<file path="config.mk">
export PLATFORM = sky130hd
export DESIGN_NAME = axi_lite_arb_2to1_flat
export DESIGN_NICKNAME = d
export VERILOG_FILES = /design/src/rtl/axi_lite_arb_2to1_if.sv /design/src/rtl/axi_lite_arb_2to1.sv /design/src/flat_wrapper.sv
export SDC_FILE = /design/constraint.sdc
export NUM_CORES = 1
export LEC_CHECK = 0
export ABC_AREA = 1
export CORE_AREA = 5 5 170 172
export DETAILED_ROUTE_END_ITERATION = 12
export DIE_AREA = 0 0 175 177
export PLACE_DENSITY = 0.41
export RECOVER_POWER = 25
export SYNTH_ARGS = -nofsm -noshare
export SYNTH_HDL_FRONTEND = slang
export SYNTH_SLANG_ARGS = --single-unit
</file>
<file path="constraint.sdc">
create_clock -name axi_lite_aclk -period 1.28 [get_ports axi_lite_aclk]
set_input_delay 0.256 -clock axi_lite_aclk [delete_from_list [all_inputs] [get_ports axi_lite_aclk]]
set_output_delay 0.256 -clock axi_lite_aclk [all_outputs]
set_load 0.05 [all_outputs]
</file>
<file path="src/rtl/axi_lite_arb_2to1_if.sv">
// rtl/axi_lite_arb_2to1_if.sv - AXI-Lite bus bundle used on both arbiter sides
interface axi_lite_inf #(
   parameter int ASIZE = 32,
   parameter int DSIZE = 32
);
   logic               awvalid;
   logic               awready;
   logic [ASIZE-1:0]   awaddr;
   logic               wvalid;
   logic               wready;
   logic [DSIZE-1:0]   wdata;
   logic [DSIZE/8-1:0] wstrb;
   logic               bvalid;
   logic               bready;
   logic [1:0]         bresp;
   logic               arvalid;
   logic               arready;
   logic [ASIZE-1:0]   araddr;
   logic               rvalid;
   logic               rready;
   logic [DSIZE-1:0]   rdata;
   logic [1:0]         rresp;

   modport master (
      output awvalid, awaddr, wvalid, wdata, wstrb, bready, arvalid, araddr, rready,
      input  awready, wready, bvalid, bresp, arready, rvalid, rdata, rresp
   );

   modport slaver (
      input  awvalid, awaddr, wvalid, wdata, wstrb, bready, arvalid, araddr, rready,
      output awready, wready, bvalid, bresp, arready, rvalid, rdata, rresp
   );
endinterface

</file>
<file path="src/rtl/axi_lite_arb_2to1.sv">
// rtl/axi_lite_arb_2to1.sv - round-robin 2:1 AXI-Lite arbiter, one transaction in flight
// Optional watchdog with SLVERR completion: define AXIL_ARB_TIMEOUT_EN.
module axi_lite_arb_2to1 #(
   parameter int ASIZE          = 32,
   parameter int DSIZE          = 32,
   parameter int TIMEOUT_CYCLES = 256
) (
   input  logic        axi_lite_aclk,
   input  logic        axi_lite_reset,
   axi_lite_inf.slaver m0,
   axi_lite_inf.slaver m1,
   axi_lite_inf.master s,
   output logic [1:0]  grant,
   output logic        timeout
);

`ifdef AXIL_ARB_TIMEOUT_EN
   typedef enum logic [2:0] {IDLE, WR_REQ, WR_RESP, RD_REQ, RD_RESP, ERR_RESP} state_t;
`else
   typedef enum logic [2:0] {IDLE, WR_REQ, WR_RESP, RD_REQ, RD_RESP} state_t;
`endif

   state_t           state_q, state_d;
   logic             owner, rr_ptr, is_wr;
   logic             aw_done, w_done, aw_hs, w_hs, done;
   logic             req0, req1, win, win_aw;
   logic             sel_awvalid, sel_wvalid, sel_arvalid, sel_bready, sel_rready;
   logic [ASIZE-1:0] sel_awaddr, sel_araddr;
   logic             up_awready, up_wready, up_bvalid, up_arready, up_rvalid;
   logic [1:0]       up_bresp, up_rresp;
   logic [DSIZE-1:0] up_rdata;

   assign req0   = m0.awvalid | m0.arvalid;
   assign req1   = m1.awvalid | m1.arvalid;
   assign win    = (req0 & req1) ? rr_ptr : req1;
   assign win_aw = win ? m1.awvalid : m0.awvalid;

   assign sel_awvalid = owner ? m1.awvalid : m0.awvalid;
   assign sel_wvalid  = owner ? m1.wvalid  : m0.wvalid;
   assign sel_arvalid = owner ? m1.arvalid : m0.arvalid;
   assign sel_bready  = owner ? m1.bready  : m0.bready;
   assign sel_rready  = owner ? m1.rready  : m0.rready;
   assign sel_awaddr  = owner ? m1.awaddr  : m0.awaddr;
   assign sel_araddr  = owner ? m1.araddr  : m0.araddr;

   assign s.awaddr = sel_awaddr;
   assign s.araddr = sel_araddr;
   assign s.wdata  = owner ? m1.wdata : m0.wdata;
   assign s.wstrb  = owner ? m1.wstrb : m0.wstrb;

   assign grant = (state_q == IDLE) ? 2'b00 : (owner ? 2'b10 : 2'b01);

`ifdef AXIL_ARB_TIMEOUT_EN
   localparam int CW = $clog2(TIMEOUT_CYCLES + 1);
   logic [CW-1:0] tmo_cnt;
   logic          tmo_active, tmo_hit, tmo_q, drain_q;

   assign tmo_active = (state_q == WR_REQ) || (state_q == WR_RESP) ||
                       (state_q == RD_REQ) || (state_q == RD_RESP);
   // The expiry cycle itself forwards nothing, so no handshake can race the abort.
   assign tmo_hit    = tmo_active && (tmo_cnt == CW'(TIMEOUT_CYCLES - 1));
   assign timeout    = tmo_q;

   always_ff @(posedge axi_lite_aclk or posedge axi_lite_reset) begin
      if (axi_lite_reset) begin
         tmo_cnt <= '0;
         tmo_q   <= 1'b0;
         drain_q <= 1'b0;
      end else begin
         tmo_cnt <= (tmo_active && state_d == state_q) ? tmo_cnt + CW'(1) : '0;
         tmo_q   <= tmo_hit;
         drain_q <= (state_q == ERR_RESP) && (state_d == IDLE);
      end
   end
`else
   assign timeout = 1'b0;
`endif

   always_ff @(posedge axi_lite_aclk or posedge axi_lite_reset) begin
      if (axi_lite_reset) state_q <= IDLE;
      else                state_q <= state_d;
   end

   always_comb begin
      state_d    = state_q;
      done       = 1'b0;
      aw_hs      = 1'b0;
      w_hs       = 1'b0;
      s.awvalid  = 1'b0;
      s.wvalid   = 1'b0;
      s.bready   = 1'b0;
      s.arvalid  = 1'b0;
      s.rready   = 1'b0;
      up_awready = 1'b0;
      up_wready  = 1'b0;
      up_bvalid  = 1'b0;
      up_arready = 1'b0;
      up_rvalid  = 1'b0;
      up_bresp   = s.bresp;
      up_rresp   = s.rresp;
      up_rdata   = s.rdata;
      case (state_q)
         IDLE: begin
`ifdef AXIL_ARB_TIMEOUT_EN
            s.bready = drain_q;
            s.rready = drain_q;
`endif
            if (req0 | req1) state_d = win_aw ? WR_REQ : RD_REQ;
         end
         WR_REQ: begin
            s.awvalid  = sel_awvalid & ~aw_done;
            up_awready = s.awready & ~aw_done;
            s.wvalid   = sel_wvalid & ~w_done;
            up_wready  = s.wready & ~w_done;
            aw_hs      = sel_awvalid & s.awready & ~aw_done;
            w_hs       = sel_wvalid & s.wready & ~w_done;
            if ((aw_done | aw_hs) & (w_done | w_hs)) state_d = WR_RESP;
         end
         WR_RESP: begin
            s.bready  = sel_bready;
            up_bvalid = s.bvalid;
            if (s.bvalid & sel_bready) begin
               state_d = IDLE;
               done    = 1'b1;
            end
         end
         RD_REQ: begin
            s.arvalid  = sel_arvalid;
            up_arready = s.arready;
            if (sel_arvalid & s.arready) state_d = RD_RESP;
         end
         RD_RESP: begin
            s.rready  = sel_rready;
            up_rvalid = s.rvalid;
            if (s.rvalid & sel_rready) begin
               state_d = IDLE;
               done    = 1'b1;
            end
         end
`ifdef AXIL_ARB_TIMEOUT_EN
         ERR_RESP: begin
            up_bvalid = is_wr;
            up_rvalid = ~is_wr;
            up_bresp  = 2'b10;
            up_rresp  = 2'b10;
            up_rdata  = '0;
            if (is_wr ? sel_bready : sel_rready) begin
               state_d = IDLE;
               done    = 1'b1;
            end
         end
`endif
         default: state_d = IDLE;
      endcase
`ifdef AXIL_ARB_TIMEOUT_EN
      if (tmo_hit) begin
         s.awvalid  = 1'b0;
         s.wvalid   = 1'b0;
         s.bready   = 1'b0;
         s.arvalid  = 1'b0;
         s.rready   = 1'b0;
         up_awready = 1'b0;
         up_wready  = 1'b0;
         up_bvalid  = 1'b0;
         up_arready = 1'b0;
         up_rvalid  = 1'b0;
         aw_hs      = 1'b0;
         w_hs       = 1'b0;
         done       = 1'b0;
         state_d    = ERR_RESP;
      end
`endif
   end

   always_ff @(posedge axi_lite_aclk or posedge axi_lite_reset) begin
      if (axi_lite_reset) begin
         owner   <= 1'b0;
         rr_ptr  <= 1'b0;
         is_wr   <= 1'b0;
         aw_done <= 1'b0;
         w_done  <= 1'b0;
      end else begin
         if (state_q == IDLE && state_d != IDLE) begin
            owner <= win;
            is_wr <= win_aw;
         end
         if (done) rr_ptr <= ~owner;
         aw_done <= (state_q == WR_REQ) && (state_d == WR_REQ) && (aw_done || aw_hs);
         w_done  <= (state_q == WR_REQ) && (state_d == WR_REQ) && (w_done || w_hs);
      end
   end

   assign m0.awready = ~owner & up_awready;
   assign m1.awready =  owner & up_awready;
   assign m0.wready  = ~owner & up_wready;
   assign m1.wready  =  owner & up_wready;
   assign m0.bvalid  = ~owner & up_bvalid;
   assign m1.bvalid  =  owner & up_bvalid;
   assign m0.arready = ~owner & up_arready;
   assign m1.arready =  owner & up_arready;
   assign m0.rvalid  = ~owner & up_rvalid;
   assign m1.rvalid  =  owner & up_rvalid;
   assign m0.bresp   = up_bresp;
   assign m1.bresp   = up_bresp;
   assign m0.rresp   = up_rresp;
   assign m1.rresp   = up_rresp;
   assign m0.rdata   = up_rdata;
   assign m1.rdata   = up_rdata;

endmodule

</file>
<file path="src/flat_wrapper.sv">
// flat-port wrapper written by rule: the top's interface ports become plain ports
module axi_lite_arb_2to1_flat 
#(
   parameter int ASIZE          = 32,
   parameter int DSIZE          = 32,
   parameter int TIMEOUT_CYCLES = 256
)
  (axi_lite_aclk, axi_lite_reset, grant, timeout, m0_awvalid, m0_awaddr, m0_wvalid, m0_wdata, m0_wstrb, m0_bready, m0_arvalid, m0_araddr, m0_rready, m0_awready, m0_wready, m0_bvalid, m0_bresp, m0_arready, m0_rvalid, m0_rdata, m0_rresp, m1_awvalid, m1_awaddr, m1_wvalid, m1_wdata, m1_wstrb, m1_bready, m1_arvalid, m1_araddr, m1_rready, m1_awready, m1_wready, m1_bvalid, m1_bresp, m1_arready, m1_rvalid, m1_rdata, m1_rresp, s_awvalid, s_awaddr, s_wvalid, s_wdata, s_wstrb, s_bready, s_arvalid, s_araddr, s_rready, s_awready, s_wready, s_bvalid, s_bresp, s_arready, s_rvalid, s_rdata, s_rresp);
  axi_lite_inf #(.ASIZE(ASIZE), .DSIZE(DSIZE)) m0_i ();
  axi_lite_inf #(.ASIZE(ASIZE), .DSIZE(DSIZE)) m1_i ();
  axi_lite_inf #(.ASIZE(ASIZE), .DSIZE(DSIZE)) s_i ();
  input  logic axi_lite_aclk;
  input  logic axi_lite_reset;
  output logic [1:0] grant;
  output logic timeout;
  input wire logic [$bits(m0_i.awvalid)-1:0] m0_awvalid;
  input wire logic [$bits(m0_i.awaddr)-1:0] m0_awaddr;
  input wire logic [$bits(m0_i.wvalid)-1:0] m0_wvalid;
  input wire logic [$bits(m0_i.wdata)-1:0] m0_wdata;
  input wire logic [$bits(m0_i.wstrb)-1:0] m0_wstrb;
  input wire logic [$bits(m0_i.bready)-1:0] m0_bready;
  input wire logic [$bits(m0_i.arvalid)-1:0] m0_arvalid;
  input wire logic [$bits(m0_i.araddr)-1:0] m0_araddr;
  input wire logic [$bits(m0_i.rready)-1:0] m0_rready;
  output wire logic [$bits(m0_i.awready)-1:0] m0_awready;
  output wire logic [$bits(m0_i.wready)-1:0] m0_wready;
  output wire logic [$bits(m0_i.bvalid)-1:0] m0_bvalid;
  output wire logic [$bits(m0_i.bresp)-1:0] m0_bresp;
  output wire logic [$bits(m0_i.arready)-1:0] m0_arready;
  output wire logic [$bits(m0_i.rvalid)-1:0] m0_rvalid;
  output wire logic [$bits(m0_i.rdata)-1:0] m0_rdata;
  output wire logic [$bits(m0_i.rresp)-1:0] m0_rresp;
  input wire logic [$bits(m1_i.awvalid)-1:0] m1_awvalid;
  input wire logic [$bits(m1_i.awaddr)-1:0] m1_awaddr;
  input wire logic [$bits(m1_i.wvalid)-1:0] m1_wvalid;
  input wire logic [$bits(m1_i.wdata)-1:0] m1_wdata;
  input wire logic [$bits(m1_i.wstrb)-1:0] m1_wstrb;
  input wire logic [$bits(m1_i.bready)-1:0] m1_bready;
  input wire logic [$bits(m1_i.arvalid)-1:0] m1_arvalid;
  input wire logic [$bits(m1_i.araddr)-1:0] m1_araddr;
  input wire logic [$bits(m1_i.rready)-1:0] m1_rready;
  output wire logic [$bits(m1_i.awready)-1:0] m1_awready;
  output wire logic [$bits(m1_i.wready)-1:0] m1_wready;
  output wire logic [$bits(m1_i.bvalid)-1:0] m1_bvalid;
  output wire logic [$bits(m1_i.bresp)-1:0] m1_bresp;
  output wire logic [$bits(m1_i.arready)-1:0] m1_arready;
  output wire logic [$bits(m1_i.rvalid)-1:0] m1_rvalid;
  output wire logic [$bits(m1_i.rdata)-1:0] m1_rdata;
  output wire logic [$bits(m1_i.rresp)-1:0] m1_rresp;
  output wire logic [$bits(s_i.awvalid)-1:0] s_awvalid;
  output wire logic [$bits(s_i.awaddr)-1:0] s_awaddr;
  output wire logic [$bits(s_i.wvalid)-1:0] s_wvalid;
  output wire logic [$bits(s_i.wdata)-1:0] s_wdata;
  output wire logic [$bits(s_i.wstrb)-1:0] s_wstrb;
  output wire logic [$bits(s_i.bready)-1:0] s_bready;
  output wire logic [$bits(s_i.arvalid)-1:0] s_arvalid;
  output wire logic [$bits(s_i.araddr)-1:0] s_araddr;
  output wire logic [$bits(s_i.rready)-1:0] s_rready;
  input wire logic [$bits(s_i.awready)-1:0] s_awready;
  input wire logic [$bits(s_i.wready)-1:0] s_wready;
  input wire logic [$bits(s_i.bvalid)-1:0] s_bvalid;
  input wire logic [$bits(s_i.bresp)-1:0] s_bresp;
  input wire logic [$bits(s_i.arready)-1:0] s_arready;
  input wire logic [$bits(s_i.rvalid)-1:0] s_rvalid;
  input wire logic [$bits(s_i.rdata)-1:0] s_rdata;
  input wire logic [$bits(s_i.rresp)-1:0] s_rresp;
  assign m0_i.awvalid = m0_awvalid;
  assign m0_i.awaddr = m0_awaddr;
  assign m0_i.wvalid = m0_wvalid;
  assign m0_i.wdata = m0_wdata;
  assign m0_i.wstrb = m0_wstrb;
  assign m0_i.bready = m0_bready;
  assign m0_i.arvalid = m0_arvalid;
  assign m0_i.araddr = m0_araddr;
  assign m0_i.rready = m0_rready;
  assign m0_awready = m0_i.awready;
  assign m0_wready = m0_i.wready;
  assign m0_bvalid = m0_i.bvalid;
  assign m0_bresp = m0_i.bresp;
  assign m0_arready = m0_i.arready;
  assign m0_rvalid = m0_i.rvalid;
  assign m0_rdata = m0_i.rdata;
  assign m0_rresp = m0_i.rresp;
  assign m1_i.awvalid = m1_awvalid;
  assign m1_i.awaddr = m1_awaddr;
  assign m1_i.wvalid = m1_wvalid;
  assign m1_i.wdata = m1_wdata;
  assign m1_i.wstrb = m1_wstrb;
  assign m1_i.bready = m1_bready;
  assign m1_i.arvalid = m1_arvalid;
  assign m1_i.araddr = m1_araddr;
  assign m1_i.rready = m1_rready;
  assign m1_awready = m1_i.awready;
  assign m1_wready = m1_i.wready;
  assign m1_bvalid = m1_i.bvalid;
  assign m1_bresp = m1_i.bresp;
  assign m1_arready = m1_i.arready;
  assign m1_rvalid = m1_i.rvalid;
  assign m1_rdata = m1_i.rdata;
  assign m1_rresp = m1_i.rresp;
  assign s_awvalid = s_i.awvalid;
  assign s_awaddr = s_i.awaddr;
  assign s_wvalid = s_i.wvalid;
  assign s_wdata = s_i.wdata;
  assign s_wstrb = s_i.wstrb;
  assign s_bready = s_i.bready;
  assign s_arvalid = s_i.arvalid;
  assign s_araddr = s_i.araddr;
  assign s_rready = s_i.rready;
  assign s_i.awready = s_awready;
  assign s_i.wready = s_wready;
  assign s_i.bvalid = s_bvalid;
  assign s_i.bresp = s_bresp;
  assign s_i.arready = s_arready;
  assign s_i.rvalid = s_rvalid;
  assign s_i.rdata = s_rdata;
  assign s_i.rresp = s_rresp;
  axi_lite_arb_2to1 #(.ASIZE(ASIZE), .DSIZE(DSIZE), .TIMEOUT_CYCLES(TIMEOUT_CYCLES)) u_core (.axi_lite_aclk(axi_lite_aclk), .axi_lite_reset(axi_lite_reset), .m0(m0_i), .m1(m1_i), .s(s_i), .grant(grant), .timeout(timeout));
endmodule
</file>
==> Implementation_results.wiki, run 1 <==
{| class="wikitable"
! Metric !! Value
|-
| Cell seen most often among critical-path stages || nand2_4
|-
| Hold-fix buffers, CTS || 0
|-
| Net count after synthesis || 763
|-
| Clock network fraction of design power || just under 3%
|-
| Combinational group share of total power || 94.6%
|-
| Count of standard-cell rows || 61
|-
| Library cells used by synthesis || 20
|-
| Drc violations || 0
|-
| Largest net degree at the start of global routing || 43
|-
| Violations in the final reports || setup timing
|-
| RSZ-0062 raised after global routing || true
|-
| Adder-Cell Fraction of Synth Area || 0%
|-
| Routability-driven placement congestion ratio || between 0.7 and 0.8
|-
| Setup slack of the critical path after layout || -444 ps
|-
| # IOs || 443
|-
| CP Data Arrival Time || 1470 ps
|-
| Most common flop cell mapped by yosys || dfrtp_1
|-
| Number of hold-slack violations in the final timing report || 0
|-
| Number of warnings reported in the yosys synthesis log || 0
|-
| Sort of element at the end of the critical path || output port
|-
| Final Max Tran Viols || 0
|-
| First-pass GRT wire length || 25.3 mm
|-
| Number of DRC markers in iteration 0 || 62
|-
| Clock transition at the register clock pins on the worst setup and hold paths after CTS || 40 ps
|-
| Number of vias per cell after detailed routing || 3.49
|-
| Data required time of the worst path || 1020 ps
|-
| Area of the placeable core || between 0.02 and 0.03 mm²
|-
| Routed wirelength normalized by instance count || 15.4 µm
|-
| Mux share of post-synthesis cell area || 0%
|-
| Most common library cell in the layout ignoring fill and taps || clkdlybuf4s50_1
|-
| Number of enable flip-flop cells after synthesis || 0
|-
| Die ar. || 0.0310 mm²
|-
| Number of optimization iterations in the first detailed-route pass || 4
|-
| Peak fanout along the critical path || 8
|-
| Switching component of the power || roughly 9500 µW
|-
| Insertion delay to the later sink of the worst-skew pair || 230 ps
|-
| Cell leakage power || 0.00387 µW
|-
| Period minus WS final || between 1500 and 2000 ps
|-
| CP Cell Sequence || clkinv_8 -> buf_6 -> nand2_4 -> nand2_4 -> nor4_4 -> buf_12
|-
| Critical Path Source Type || flip-flop
|-
| Sequential share of power || 2.5%
|-
| Slowest stage delay, CP || 470 ps
|-
| Synthesized-area fraction occupied by ao, oa, aoi and oai cells || under 10%
|-
| Via Count || 4061
|-
| Kind of critical path || reg2out
|-
| Fraction of synthesized cell area in xor and xnor cells || 0%
|-
| Area added between synthesis and finish || 259%
|-
| Type of the worst min-delay path || in2async
|-
| Dominant combinational cell family by area after synthesis || simple AND/OR/NAND/NOR gates
|-
| CTS buffer count || 3
|-
| FF+latch count, synth || 7
|-
| Final setup violation count || 123
|-
| Buf+Inv Stages, Crit Path || 3
|-
| Internal power || 8740 µW
|-
| Clk_skew || 1.32 ps
|-
| Starting density of the core || 8.99%
|-
| Total of buffers placed on input and output ports || 333
|-
| Root Buffer Master || clkbuf_16
|-
| Commonest cells after routing, fill and taps aside || clkdlybuf4s50_1 (215), nand2_1 (149), buf_12 (124)
|-
| Post-synthesis instance total || 510
|-
| Result of the run || complete, but fails checks
|-
| Post-route worst hold slack || 277 ps
|-
| Top delay family on crit path || flip-flops
|-
| Total half-perimeter wirelength after legalization and detailed placement || between 15 and 20 mm
|-
| Post-Synthesis Cell Area || 0.00246 mm²
|-
| MaxCap Viol Count || 0
|-
| DRT antenna net count || 0
|-
| Via count of the first global-routing pass || 4279
|-
| Clock tree buffer depth || 2
|-
| Slowest-stage cell, CP || dfrtp_4
|-
| Tcrit/Tclk final || 135%
|-
| Max Clock Freq || between 0.5 and 0.6 GHz
|-
| Global router's overall resource usage || 10.5%
|-
| Number of antenna violations at the first check in global routing || 0
|-
| Post-synthesis area per instance || between 4 and 5 µm²
|-
| H-tree levels || 1
|-
| Clock tree from TritonCTS || done
|-
| Number of antenna diodes || 0
|-
| Vertical die dimension || 177 µm
|-
| Chip width || 175 µm
|-
| P per Cell Area || between 2000 and 2500 mW/mm²
|-
| Share of synthesized flip-flops with an asynchronous set or reset || 100%
|-
| Switching power as a share of total power || 52.0%
|-
| Basic-gate share of the synthesized area counting and, or, nand and nor cells || 59.2%
|-
| Worst vdd ir || roughly 930 µV
|-
| Post-route cell area || 0.00882 mm²
|-
| Number of clock sinks || 7
|-
| Remaining global-route overflow || 0
|-
| Fraction of final layout cells sized beyond drive strength 1 || 51.8%
|-
| Total length of routed wires || 17.9 mm
|-
| Proportion of synthesized chip area in sequential cells || 7.13%
|-
| Net count of the finished layout || 1071
|-
| Placed Area || slightly above 0.008 mm²
|}
-- per-layer routing --
layer | global-route usage [%] | part of all wire [%]
met1 | 11.7 | 38
met2 | 19.5 | 53
met3 | 3.20 | 7.8
met5 | 0 | 0
met4 | 2.19 | 1.6
-- cells in the mapped netlist (2+ instances only) --
cell type  number  area share (%)
dfrtp_1         7             7.1
buf_2          18             3.7
nor2_1         20             3.1
buf_4          77              24
nand2_1       334              51
buf_6           2            0.92
inv_1          25             3.8
nand3_1        14             2.9
o21ai_0         2            0.41
-- cell type report --
| type | count | area [µm²] |
|---|---|---|
| fill | 2844 | 18500 |
| timing repair buffer | 400 | 5310 |
| multi-input combinational | 380 | 2700 |
| tap | 346 | 433 |
| sequential | 7 | 181 |
| inverter | 26 | 118 |
| clock buffer | 4 | 78.8 |
-- worst paths after layout --
path	from	to	slack (ps)	cells after the start
worst min-delay path	axi_lite_reset	u_core.w_done	280	2
worst min register to register	u_core.rr_ptr	u_core.rr_ptr	550	2
worst max-delay path	u_core.owner	s_arvalid	-440	6
min in group axi_lite_aclk	m1_awvalid	u_core.state_q[1]	450	4
worst max register to register	u_core.state_q[1]	u_core.state_q[2]	-190	7
max in group asynchronous	axi_lite_reset	u_core.owner	750	2
-- logic make-up (layout without fill, tap and decap cells) --
| logic type | Yosys count | count (layout) |
|---|---|---|
| other | 1 | 1 |
| AND/OR/NAND/NOR | 374 | 374 |
| buffers and inverters | 123 | 430 |
| flip-flops | 7 | 7 |
| AO/OA/AOI/OAI | 5 | 5 |
-- state kept, by name, summed over array words and instances (netlist names) --
name            cells
u_core.state_q      3
u_core.w_done       1
u_core.owner        1
u_core.rr_ptr       1
u_core.aw_done      1
-- power groups by stage --
stage / sequential (µW) / clock, µW / combinational, µW
global placement: 405 / 0 / 15800
global route: 467 / 556 / 18000
finish: 448 / 531 / 17200
floorplan: 393 / 0 / 8740
CTS: 428 / 540 / 16700
detailed placement: 405 / 0 / 15900
-- per-stage QoR --
stage / setup WS [ps] / utilization (%) / total power (µW) / cells / setup TNS (ps)
after floorplan: -245 / - / 9130 / 510 / -3520
after global placement: -411 / 29.4 / 16200 / 1139 / -30180
after detailed placement: -397 / 29.4 / 16300 / 1139 / -30120
after CTS: -491 / 31.0 / 17600 / 1154 / -51000
after global routing: -514 / 32.3 / 19100 / 1163 / -53310
final: -444 / 32.3 / 18200 / 1163 / -46620
-- repair_timing --
| item | CTS | global route |
|---|---|---|
| setup endpoints to repair | 124 | 124 |
| pin swaps | 15 | 15 |
| buffers inserted | 9 | 6 |
| cloned | 2 | 3 |
| resized for setup | 74 | 67 |
Note: power is estimated with default switching activity, not from simulation.
==> run 2, diff against run 1 <==
SLEW_MARGIN = 30   (was unset)
==> results of run 2 <==
Final layout, timing and power as in run 1 (identical DEF).
==> variant (flow settings as in run 1) <==
The option `AXIL_ARB_TIMEOUT_EN` is turned on by a define.
--- a/src/rtl/axi_lite_arb_2to1.sv
+++ b/src/rtl/axi_lite_arb_2to1.sv
@@ -2,2 +2,4 @@
 // Optional watchdog with SLVERR completion: define AXIL_ARB_TIMEOUT_EN.
+`define AXIL_ARB_TIMEOUT_EN
+
 module axi_lite_arb_2to1 #(
Check against the original RTL: same outputs for any inputs over 10 cycles, from zero or initial values and one cycle with axi_lite_reset high; that may be too few to reach the edited logic, so the function may still have changed.
==> variant against run 1 <==
The flow still finishes with violations (setup timing); first-iteration DRC count rose to 2.8 times the old value; core utilization increased by 25 points; sequential cell count is 12 higher; die area did not move; area after synthesis is 28% higher; global-route usage is 7.5 points higher; fmax fell by 21%; critical endpoint is now m1_awready; setup slack lost 470 ps; sequential share of layout area rose by 1.0 points; routed wire length grew 61%; design area is 79% higher; total power is 91% higher.
==> variant: results (changes against run 1) <==
- Final setup violating endpoints: 207 (was 123)
- Synth area leaders: sky130_fd_sc_hd__nand2_1 46%, sky130_fd_sc_hd__dfrtp_1 15%, sky130_fd_sc_hd__buf_4 9.5% (was sky130_fd_sc_hd__nand2_1 51%, sky130_fd_sc_hd__buf_4 24%, sky130_fd_sc_hd__dfrtp_1 7.1%)
- Hold slack final: 538 ps (was 277 ps)
- Via count: 5888 (was 4061)
- Total inserted antenna cells: 1 (was 0)
- Worst reg2reg endpoint: u_core.tmo_cnt[0]$_DFF_PP0_ (was u_core.state_q[2]$_DFF_PP0_)
- Layout inverter count without the clock tree: 72 (was 26)
- Multi-input logic area: 0.00632 mm² (was 0.00270 mm²)
- Hold Path Class: in2reg (was in2async)
- Number of buffers added on ports: 442 (was 333)
- Gates resized, CTS repair: 328 (was 74)
- Synthesized net count: 894 (was 763)
- Iteration-0 DRC count of the detailed router: 171 (was 62)
- Minimum setup slack in the final design: -915 ps (was -444 ps)
- Post-synthesis cell type count: 32 (was 20)
- Post-CTS setup buffer count: 29 (was 9)
- Internal: 16.3 mW (was 8.74 mW)
- HPWL after detailed placement: 23700 µm (was 15100 µm)
- Worst setup skew after layout: 1.54 ps (was 1.32 ps)
- Clock latency of the later-clocked register in the worst-skew pair: 250 ps (was 230 ps)
- Fill count: 2290 (was 2844)
- Wire length of the first global-routing pass: 42200 µm (was 25300 µm)
- Routed Wire Length: 28800 µm (was 17900 µm)
- Worst path top cell family by delay: simple AND/OR/NAND/NOR gates (was flip-flops)
- Area fraction in compound gates after synthesis: 2.86% (was 1.43%)
- Met1 Use GR: 21.6% (was 11.7%)
- Initial antenna violation count: 3 (was 0)
- Register cell area after layout: 482 µm² (was 181 µm²)
- Routability congestion estimate: 0.736 (was 0.759)
- Drt via density: 3.91 (was 3.49)
- Most frequent cells after synthesis: 385 x sky130_fd_sc_hd__nand2_1, 68 x sky130_fd_sc_hd__inv_1, 40 x sky130_fd_sc_hd__buf_4, 34 x sky130_fd_sc_hd__nor2_1 (was 334 x sky130_fd_sc_hd__nand2_1, 77 x sky130_fd_sc_hd__buf_4, 25 x sky130_fd_sc_hd__inv_1, 20 x sky130_fd_sc_hd__nor2_1, 18 x sky130_fd_sc_hd__buf_2)
- Multi-input gates: 483 (was 380)
- Status: complete, but fails checks (unchanged)
- Violations in the final reports: setup timing (unchanged)
variant: cell types whose count changed after synthesis, moves of 4 or more:
cell	delta
sky130_fd_sc_hd__o21ai_0	+4
sky130_fd_sc_hd__dfrtp_1	+12
sky130_fd_sc_hd__clkbuf_1	+21
sky130_fd_sc_hd__nand3_1	+7
sky130_fd_sc_hd__buf_1	+4
sky130_fd_sc_hd__inv_1	+43
sky130_fd_sc_hd__nor2_1	+14
sky130_fd_sc_hd__nand2_1	+51
sky130_fd_sc_hd__buf_2	-18
sky130_fd_sc_hd__xor2_1	+4
sky130_fd_sc_hd__buf_4	-37
variant: power groups by stage:
stage / logic (mW) / registers (mW) / clock network, mW
final: 33.1 / 0.941 / 0.654
after global routing: 34.6 / 0.961 / 0.703
after CTS: 32.9 / 0.929 / 0.677
after detailed placement: 28.3 / 0.930 / 0
after global placement: 28.2 / 0.934 / 0
after floorplan: 17.6 / 0.813 / 0
